## src/rtl/spi_master_controller_if.sv

```systemverilog
// Handshake, configuration and SPI pin bundle for spi_master_controller.
// The controller connects through the slave modport; the requester or bench uses master.
interface spi_master_controller_if #(
  parameter int DATA_WIDTH = 8,
  parameter int DIV_WIDTH  = 8
);
  logic                  tx_valid;
  logic                  tx_ready;
  logic [DATA_WIDTH-1:0] tx_data;
  logic                  cpol;
  logic                  cpha;
  logic                  lsb_first;
  logic [DIV_WIDTH-1:0]  baud_div;
  logic                  rx_valid;
  logic [DATA_WIDTH-1:0] rx_data;
  logic                  busy;
  logic                  sclk;
  logic                  cs;
  logic                  mosi0;
  logic                  miso0;

  modport master (
    output tx_valid, tx_data, cpol, cpha, lsb_first, baud_div, miso0,
    input  tx_ready, rx_valid, rx_data, busy, sclk, cs, mosi0
  );

  modport slave (
    input  tx_valid, tx_data, cpol, cpha, lsb_first, baud_div, miso0,
    output tx_ready, rx_valid, rx_data, busy, sclk, cs, mosi0
  );
endinterface

```

## src/rtl/spi_master_controller.sv

```systemverilog
// Single-lane SPI master: one word per valid/ready accept, all four CPOL/CPHA modes,
// MSB- or LSB-first, received word returned with a one-cycle rx_valid pulse.
module spi_master_controller #(
  parameter int DATA_WIDTH = 8,
  parameter int DIV_WIDTH  = 8
) (
  input  logic                   pclk,
  input  logic                   areset,
  spi_master_controller_if.slave bus
);
  localparam int EDGE_W = $clog2(2*DATA_WIDTH) + 1;
  localparam logic [EDGE_W-1:0] LAST_EDGE = EDGE_W'(2*DATA_WIDTH);

  typedef enum logic [1:0] {S_IDLE, S_SETUP, S_XFER, S_HOLD} state_t;

  state_t                r_state, w_next_state;
  logic [DATA_WIDTH-1:0] r_tx, r_rx, r_rx_data;
  logic [DIV_WIDTH-1:0]  r_cnt, r_div;
  logic [EDGE_W-1:0]     r_edge, w_edge_nxt;
  logic                  r_cpha, r_lsb, r_sclk, r_cs, r_mosi, r_rx_valid;
  logic                  w_accept, w_cnt_zero, w_toggle, w_leading, w_last;
  logic                  w_sample, w_drive;

  function automatic logic first_bit(input logic [DATA_WIDTH-1:0] d, input logic lsb);
    return lsb ? d[0] : d[DATA_WIDTH-1];
  endfunction

  function automatic logic [DATA_WIDTH-1:0] shift_out(input logic [DATA_WIDTH-1:0] d,
                                                      input logic lsb);
    return lsb ? (d >> 1) : (d << 1);
  endfunction

  // Received bits land in the same order they were transmitted.
  function automatic logic [DATA_WIDTH-1:0] shift_in(input logic [DATA_WIDTH-1:0] d,
                                                     input logic b, input logic lsb);
    return lsb ? {b, d[DATA_WIDTH-1:1]} : {d[DATA_WIDTH-2:0], b};
  endfunction

  assign w_accept   = bus.tx_valid && (r_state == S_IDLE);
  assign w_cnt_zero = (r_cnt == '0);
  assign w_edge_nxt = r_edge + 1'b1;
  assign w_toggle   = w_cnt_zero && ((r_state == S_SETUP) || (r_state == S_XFER));
  assign w_leading  = w_edge_nxt[0];
  assign w_last     = (w_edge_nxt == LAST_EDGE);
  assign w_sample   = w_toggle && (r_cpha ? !w_leading : w_leading);
  assign w_drive    = w_toggle && (r_cpha ? w_leading : (!w_leading && !w_last));

  always_ff @(posedge pclk or negedge areset) begin
    if (!areset) r_state <= S_IDLE;
    else         r_state <= w_next_state;
  end

  always_comb begin
    w_next_state = r_state;
    case (r_state)
      S_IDLE:  if (w_accept)             w_next_state = S_SETUP;
      S_SETUP: if (w_cnt_zero)           w_next_state = S_XFER;
      S_XFER:  if (w_cnt_zero && w_last) w_next_state = S_HOLD;
      S_HOLD:  if (w_cnt_zero)           w_next_state = S_IDLE;
      default:                           w_next_state = S_IDLE;
    endcase
  end

  always_ff @(posedge pclk or negedge areset) begin
    if (!areset) begin
      r_tx       <= '0;
      r_rx       <= '0;
      r_rx_data  <= '0;
      r_cnt      <= '0;
      r_div      <= '0;
      r_edge     <= '0;
      r_cpha     <= 1'b0;
      r_lsb      <= 1'b0;
      r_sclk     <= 1'b0;
      r_cs       <= 1'b1;
      r_mosi     <= 1'b0;
      r_rx_valid <= 1'b0;
    end else begin
      r_rx_valid <= 1'b0;
      case (r_state)
        S_IDLE: begin
          r_cs   <= 1'b1;
          r_mosi <= 1'b0;
          r_sclk <= bus.cpol;
          if (w_accept) begin
            r_cs   <= 1'b0;
            r_cpha <= bus.cpha;
            r_lsb  <= bus.lsb_first;
            r_div  <= bus.baud_div;
            r_cnt  <= bus.baud_div;
            r_edge <= '0;
            r_rx   <= '0;
            // With cpha=0 the first bit must be on the line before the first leading edge.
            if (!bus.cpha) begin
              r_mosi <= first_bit(bus.tx_data, bus.lsb_first);
              r_tx   <= shift_out(bus.tx_data, bus.lsb_first);
            end else begin
              r_tx   <= bus.tx_data;
            end
          end
        end
        S_SETUP, S_XFER: begin
          if (w_toggle) begin
            r_cnt  <= r_div;
            r_sclk <= ~r_sclk;
            r_edge <= w_edge_nxt;
          end else begin
            r_cnt  <= r_cnt - 1'b1;
          end
          if (w_sample) r_rx <= shift_in(r_rx, bus.miso0, r_lsb);
          if (w_drive) begin
            r_mosi <= first_bit(r_tx, r_lsb);
            r_tx   <= shift_out(r_tx, r_lsb);
          end
        end
        S_HOLD: begin
          if (w_cnt_zero) begin
            r_cs       <= 1'b1;
            r_mosi     <= 1'b0;
            r_rx_valid <= 1'b1;
            r_rx_data  <= r_rx;
          end else begin
            r_cnt      <= r_cnt - 1'b1;
          end
        end
        default: ;
      endcase
    end
  end

  assign bus.tx_ready = (r_state == S_IDLE);
  assign bus.busy     = (r_state != S_IDLE);
  assign bus.sclk     = r_sclk;
  assign bus.cs       = r_cs;
  assign bus.mosi0    = r_mosi;
  assign bus.rx_valid = r_rx_valid;
  assign bus.rx_data  = r_rx_data;
endmodule

```

## src/flat_wrapper.sv

```systemverilog
// flat-port wrapper written by rule: the top's interface ports become plain ports
module spi_master_controller_flat 
#(
  parameter int DATA_WIDTH = 8,
  parameter int DIV_WIDTH  = 8
)
  (pclk, areset, bus_tx_valid, bus_tx_data, bus_cpol, bus_cpha, bus_lsb_first, bus_baud_div, bus_miso0, bus_tx_ready, bus_rx_valid, bus_rx_data, bus_busy, bus_sclk, bus_cs, bus_mosi0);
  spi_master_controller_if #(.DATA_WIDTH(DATA_WIDTH), .DIV_WIDTH(DIV_WIDTH)) bus_i ();
  input  logic pclk;
  input  logic areset;
  input wire logic [$bits(bus_i.tx_valid)-1:0] bus_tx_valid;
  input wire logic [$bits(bus_i.tx_data)-1:0] bus_tx_data;
  input wire logic [$bits(bus_i.cpol)-1:0] bus_cpol;
  input wire logic [$bits(bus_i.cpha)-1:0] bus_cpha;
  input wire logic [$bits(bus_i.lsb_first)-1:0] bus_lsb_first;
  input wire logic [$bits(bus_i.baud_div)-1:0] bus_baud_div;
  input wire logic [$bits(bus_i.miso0)-1:0] bus_miso0;
  output wire logic [$bits(bus_i.tx_ready)-1:0] bus_tx_ready;
  output wire logic [$bits(bus_i.rx_valid)-1:0] bus_rx_valid;
  output wire logic [$bits(bus_i.rx_data)-1:0] bus_rx_data;
  output wire logic [$bits(bus_i.busy)-1:0] bus_busy;
  output wire logic [$bits(bus_i.sclk)-1:0] bus_sclk;
  output wire logic [$bits(bus_i.cs)-1:0] bus_cs;
  output wire logic [$bits(bus_i.mosi0)-1:0] bus_mosi0;
  assign bus_i.tx_valid = bus_tx_valid;
  assign bus_i.tx_data = bus_tx_data;
  assign bus_i.cpol = bus_cpol;
  assign bus_i.cpha = bus_cpha;
  assign bus_i.lsb_first = bus_lsb_first;
  assign bus_i.baud_div = bus_baud_div;
  assign bus_i.miso0 = bus_miso0;
  assign bus_tx_ready = bus_i.tx_ready;
  assign bus_rx_valid = bus_i.rx_valid;
  assign bus_rx_data = bus_i.rx_data;
  assign bus_busy = bus_i.busy;
  assign bus_sclk = bus_i.sclk;
  assign bus_cs = bus_i.cs;
  assign bus_mosi0 = bus_i.mosi0;
  spi_master_controller #(.DATA_WIDTH(DATA_WIDTH), .DIV_WIDTH(DIV_WIDTH)) u_core (.pclk(pclk), .areset(areset), .bus(bus_i));
endmodule
```

## config.mk

```make
export PLATFORM = sky130hd
export DESIGN_NAME = spi_master_controller_flat
export DESIGN_NICKNAME = d
export VERILOG_FILES = /design/src/rtl/spi_master_controller_if.sv /design/src/rtl/spi_master_controller.sv /design/src/flat_wrapper.sv
export SDC_FILE = /design/constraint.sdc
export NUM_CORES = 1
export LEC_CHECK = 0
export ABC_AREA = 1
export CAP_MARGIN = 5
export CORE_MARGIN = 3
export CORE_UTILIZATION = 60
export CTS_CLUSTER_SIZE = 28
export DETAILED_ROUTE_END_ITERATION = 12
export PLACE_DENSITY = 0.85
export SLEW_MARGIN = 15
export SYNTH_ARGS = -nofsm -noshare
export SYNTH_HDL_FRONTEND = slang
export SYNTH_SLANG_ARGS = --single-unit
```

## constraint.sdc

```tcl
create_clock -name pclk -period 3.75 [get_ports pclk]
set_input_delay 0.9375 -clock pclk [delete_from_list [all_inputs] [get_ports pclk]]
set_output_delay 0.9375 -clock pclk [all_outputs]
set_load 0.01 [all_outputs]
```

==> qor.csv <==
stage,metric,value,unit
timing,drv_slew,0,
clock_tree,cts_hold_buf,0,
timing,slew_headroom,42.4,%
setup_path,worstSetupPathType,reg -> out,
power_and_ir_drop,p_sw,222,uW
floorplan,dieArea,0.00593,mm^2
route,avgRoutedWirePerCell,13.1,um
cells_and_area,nets,451,
clock_tree,h-tree-depth,2,
cells_and_area,drive_gt1_share,8.77,%
power_and_ir_drop,pwr_density_cell,290,mW/mm^2
cells_and_area,final_area,0.00351,mm^2
timing,hold_viol_final,0,
setup_path,crit_required,2.81,ns
setup_path,r2r_cells,10,
setup_path,rr_endpoint,u_core.r_rx[0],
route,drt_iter0_markers,143,
clock_tree,clk_path_buf_depth,2,
timing,rsz0062_at_grt,false,
power_and_ir_drop,switching_share,21.8,%
floorplan,placementRows,25,
route,firstDrtPassIters,4,
job,cap_violations,0,
setup_path,crit_path_end_kind,output port,
clock_tree,cts_resized,0,
synthesis,synth_cells,390,
clock_tree,clkTransAtPathRegs,0.09,ns
synthesis,ys.flop_type,dfrtp_1,
setup_path,worstPathMaxFanout,13,
power_and_ir_drop,power.internal,797,uW
timing,tightest_slew,0.865,ns
global_route,grt_max_degree,40,
worst_hold_path,hp-start,u_core.r_tx[4],
route,postRouteAntennaNets,0,
timing,tns,0,ns
floorplan,coreArea,0.00479,mm^2
cells_and_area,antenna_cells,0,
synthesis,synth.distinct_cells,39,
cells_and_area,multi_input_area,0.00144,mm^2
timing,setup_violations,0,
clock_tree,cts_tree,done,
floorplan,die_y,77.0,um
power_and_ir_drop,power_frac_clock,38.6,%
route,wl,6430,um
setup_path,rrSetupSlack,1.32,ns
global_route,grt_overflow,0,
setup_path,path_cells,inv_1 > ha_1 > inv_2 > clkdlybuf4s50_1,
worst_hold_path,worstHoldPathCells,2,
synthesis,ys_seq_area_share,43.9,%
route,num_vias,2645,
floorplan,die_w,77.0,um
floorplan,ios,37,
synthesis,synth_edf_count,0,
timing,period_share,80.9,%
global_route,grt_pass1_vias,2529,
cells_and_area,area_delta_synth_final,16.0,%
setup_path,critPathArrivalTime,2.10,ns
timing,min_period,3.03,ns
power_and_ir_drop,combinationalPowerShare,5.2,%
run_status,status,"finished, final reports clean",
placed_design,gp_congestion,0.845,
global_route,grtUsageTotal,23.5,%
clock_tree,clkLatencyLatePin,0.31,ns
global_route,grt_pass1_wl,11400,um
synthesis,syn-num-nets,420,
route,drcViolationCount,0,
synthesis,synth_warnings,0,
route,viasPerCell,5.41,
setup_path,r2r_start,u_core.r_state[0],
worst_hold_path,min_to,u_core.r_tx[4],
cells_and_area,fillers,396,
floorplan,start_util,63.2,%
clock_tree,clock_sinks,53,
setup_path,cp-start-kind,flop,
timing,clock_skew,0.00650,ns
placed_design,place_area,0.00339,mm^2
synthesis,syn_avg_cell_area,7.75,um^2
setup_path,crit_slowest_cell,clkdlybuf4s50_1,
synthesis,syn_area,0.00302,mm^2
setup_path,critical_path_buf_inv_count,3,
clock_tree,postCtsSetupRepairBufs,0,
global_route,antenna_found_initial,0,
timing,timing.fmax,330,MHz
power_and_ir_drop,peakVddDrop,185,uV
placed_design,port-buffer-count,36,
clock_tree,cts-buffers-inserted,5,
synthesis,ys_ff_latch,53,
clock_tree,clock-root-buffer,clkbuf_8,
synthesis,async_flop_share,100,%
setup_path,cp_top_family,buffers and inverters,
placed_design,dp_hpwl,4770,um
cells_and_area,seq_area,0.00133,mm^2
worst_hold_path,hp-class,reg -> reg,
power_and_ir_drop,seq_power_share,56.2,%
setup_path,cpPeakStageDelay,0.54,ns
power_and_ir_drop,p_leak,0.00173,uW
[worst max-delay path by stage]
stage	startpoint	endpoint	slack [ns]	cells past startpoint
after global placement	u_core.r_state[0]	bus_busy	1.13	4
after CTS	u_core.r_state[0]	bus_busy	0.74	4
after global routing	u_core.r_state[0]	bus_busy	0.57	4
after detailed placement	bus_tx_valid	u_core.r_tx[6]	1.09	6
after floorplan	u_core.r_state[0]	bus_busy	1.71	4
final	u_core.r_state[0]	bus_busy	0.72	4
[power by group through the flow]
stage / clock (uW) / sequential, uW / combinational (uW)
floorplan: 0 / 584 / 13.4
global placement: 0 / 584 / 52.6
detailed placement: 0 / 584 / 53.7
CTS: 401 / 573 / 54.0
global route: 424 / 573 / 59.4
finish: 393 / 573 / 53.0
[sequential cells by signal (all words and copies together) (netlist names)]
register and count:
u_core.r_rx 8, u_core.r_cnt 8, u_core.r_tx 8, u_core.bus.cs 1, u_core.bus.mosi0 1, u_core.r_edge 5
u_core.bus.rx_valid 1, u_core.r_div 8, u_core.bus.sclk 1, u_core.r_cpha 1, u_core.bus.rx_data 8, u_core.r_state 2
u_core.r_lsb 1
[area by class of cell]
cell class                      instances  share of cell area (%)
Timing Repair Buffer                   37                    10.3
Inverter                               47                    5.06
Clock inverter                          3                    1.32
Sequential cell                        53                    37.8
Clock buffer                            5                    1.96
Tap cell                               67                    2.39
Multi-Input combinational cell        277                    41.1
[tightest hold or removal path, cell delays in order (launching register included)]
cell and delay [ns]:
dfrtp_1 0.36, nand2_1 0.05, nand2_1 0.04
[metrics by stage]
stage | power [uW] | utilization, % | hold WS (ns) | setup WS (ns) | cells
2_1_floorplan | 597 | - | 0.442 | 1.71 | 390
6_report | 1020 | 73.3 | 0.480 | 0.717 | 489
5_1_grt | 1060 | 73.3 | 0.503 | 0.574 | 489
3_5_place_dp | 638 | 70.9 | 0.463 | 1.09 | 481
3_3_place_gp | 636 | 70.9 | 0.456 | 1.13 | 481
4_1_cts | 1030 | 73.3 | 0.489 | 0.741 | 489
[routing by layer]
metal	vias to the layer above	share of wire [%]	GRT usage, %	routed length [um]
met1	1229	46	32.8	2980
met4	0	1.0	6.76	65
met5	-	0	0	0
li1	1333	-	-	-
met3	8	4.8	3.17	308
met2	75	48	38.4	3080
[cell usage in the layout (no fill, tap or decap), types with 2 or more instances in the layout]
cell	instances
o221ai_1	3
xor2_1	5
nand2_2	5
nand4_1	4
clkbuf_8	5
nand3_1	17
nand2_4	3
nor2_1	14
nand2_1	124
clkinv_1	2
nor3_1	2
a22oi_1	11
o21ai_0	40
ha_1	7
dfrtp_1	52
o21ai_2	9
inv_2	3
a21oi_1	19
clkdlybuf4s50_1	35
inv_1	41
[cells in the mapped netlist, types with 4 or more instances]
cell type    n  area [um^2]
o21ai_0     40          200
ha_1         7         87.6
nor2_1      14         52.6
nand4_1      4         25.0
nand2_1    124          465
dfrtp_1     52         1300
a21oi_1     19         95.1
a22oi_1     11         82.6
inv_1       41          154
xor2_1       5         43.8
nand3_1     17         85.1
o21ai_2      9         78.8
nand2_2      5         31.3
clkbuf_1     5         18.8
[logic make-up after synthesis]
kind of cell	after synthesis	share of synthesized area [%]
compound gates	89	18.0
xor+xnor	6	1.74
fa+ha+maj	7	2.90
buf+inv	60	8.44
flops	53	43.9
mux	1	0.331
simple gates	174	24.7
(Power assumes the default switching activity.)
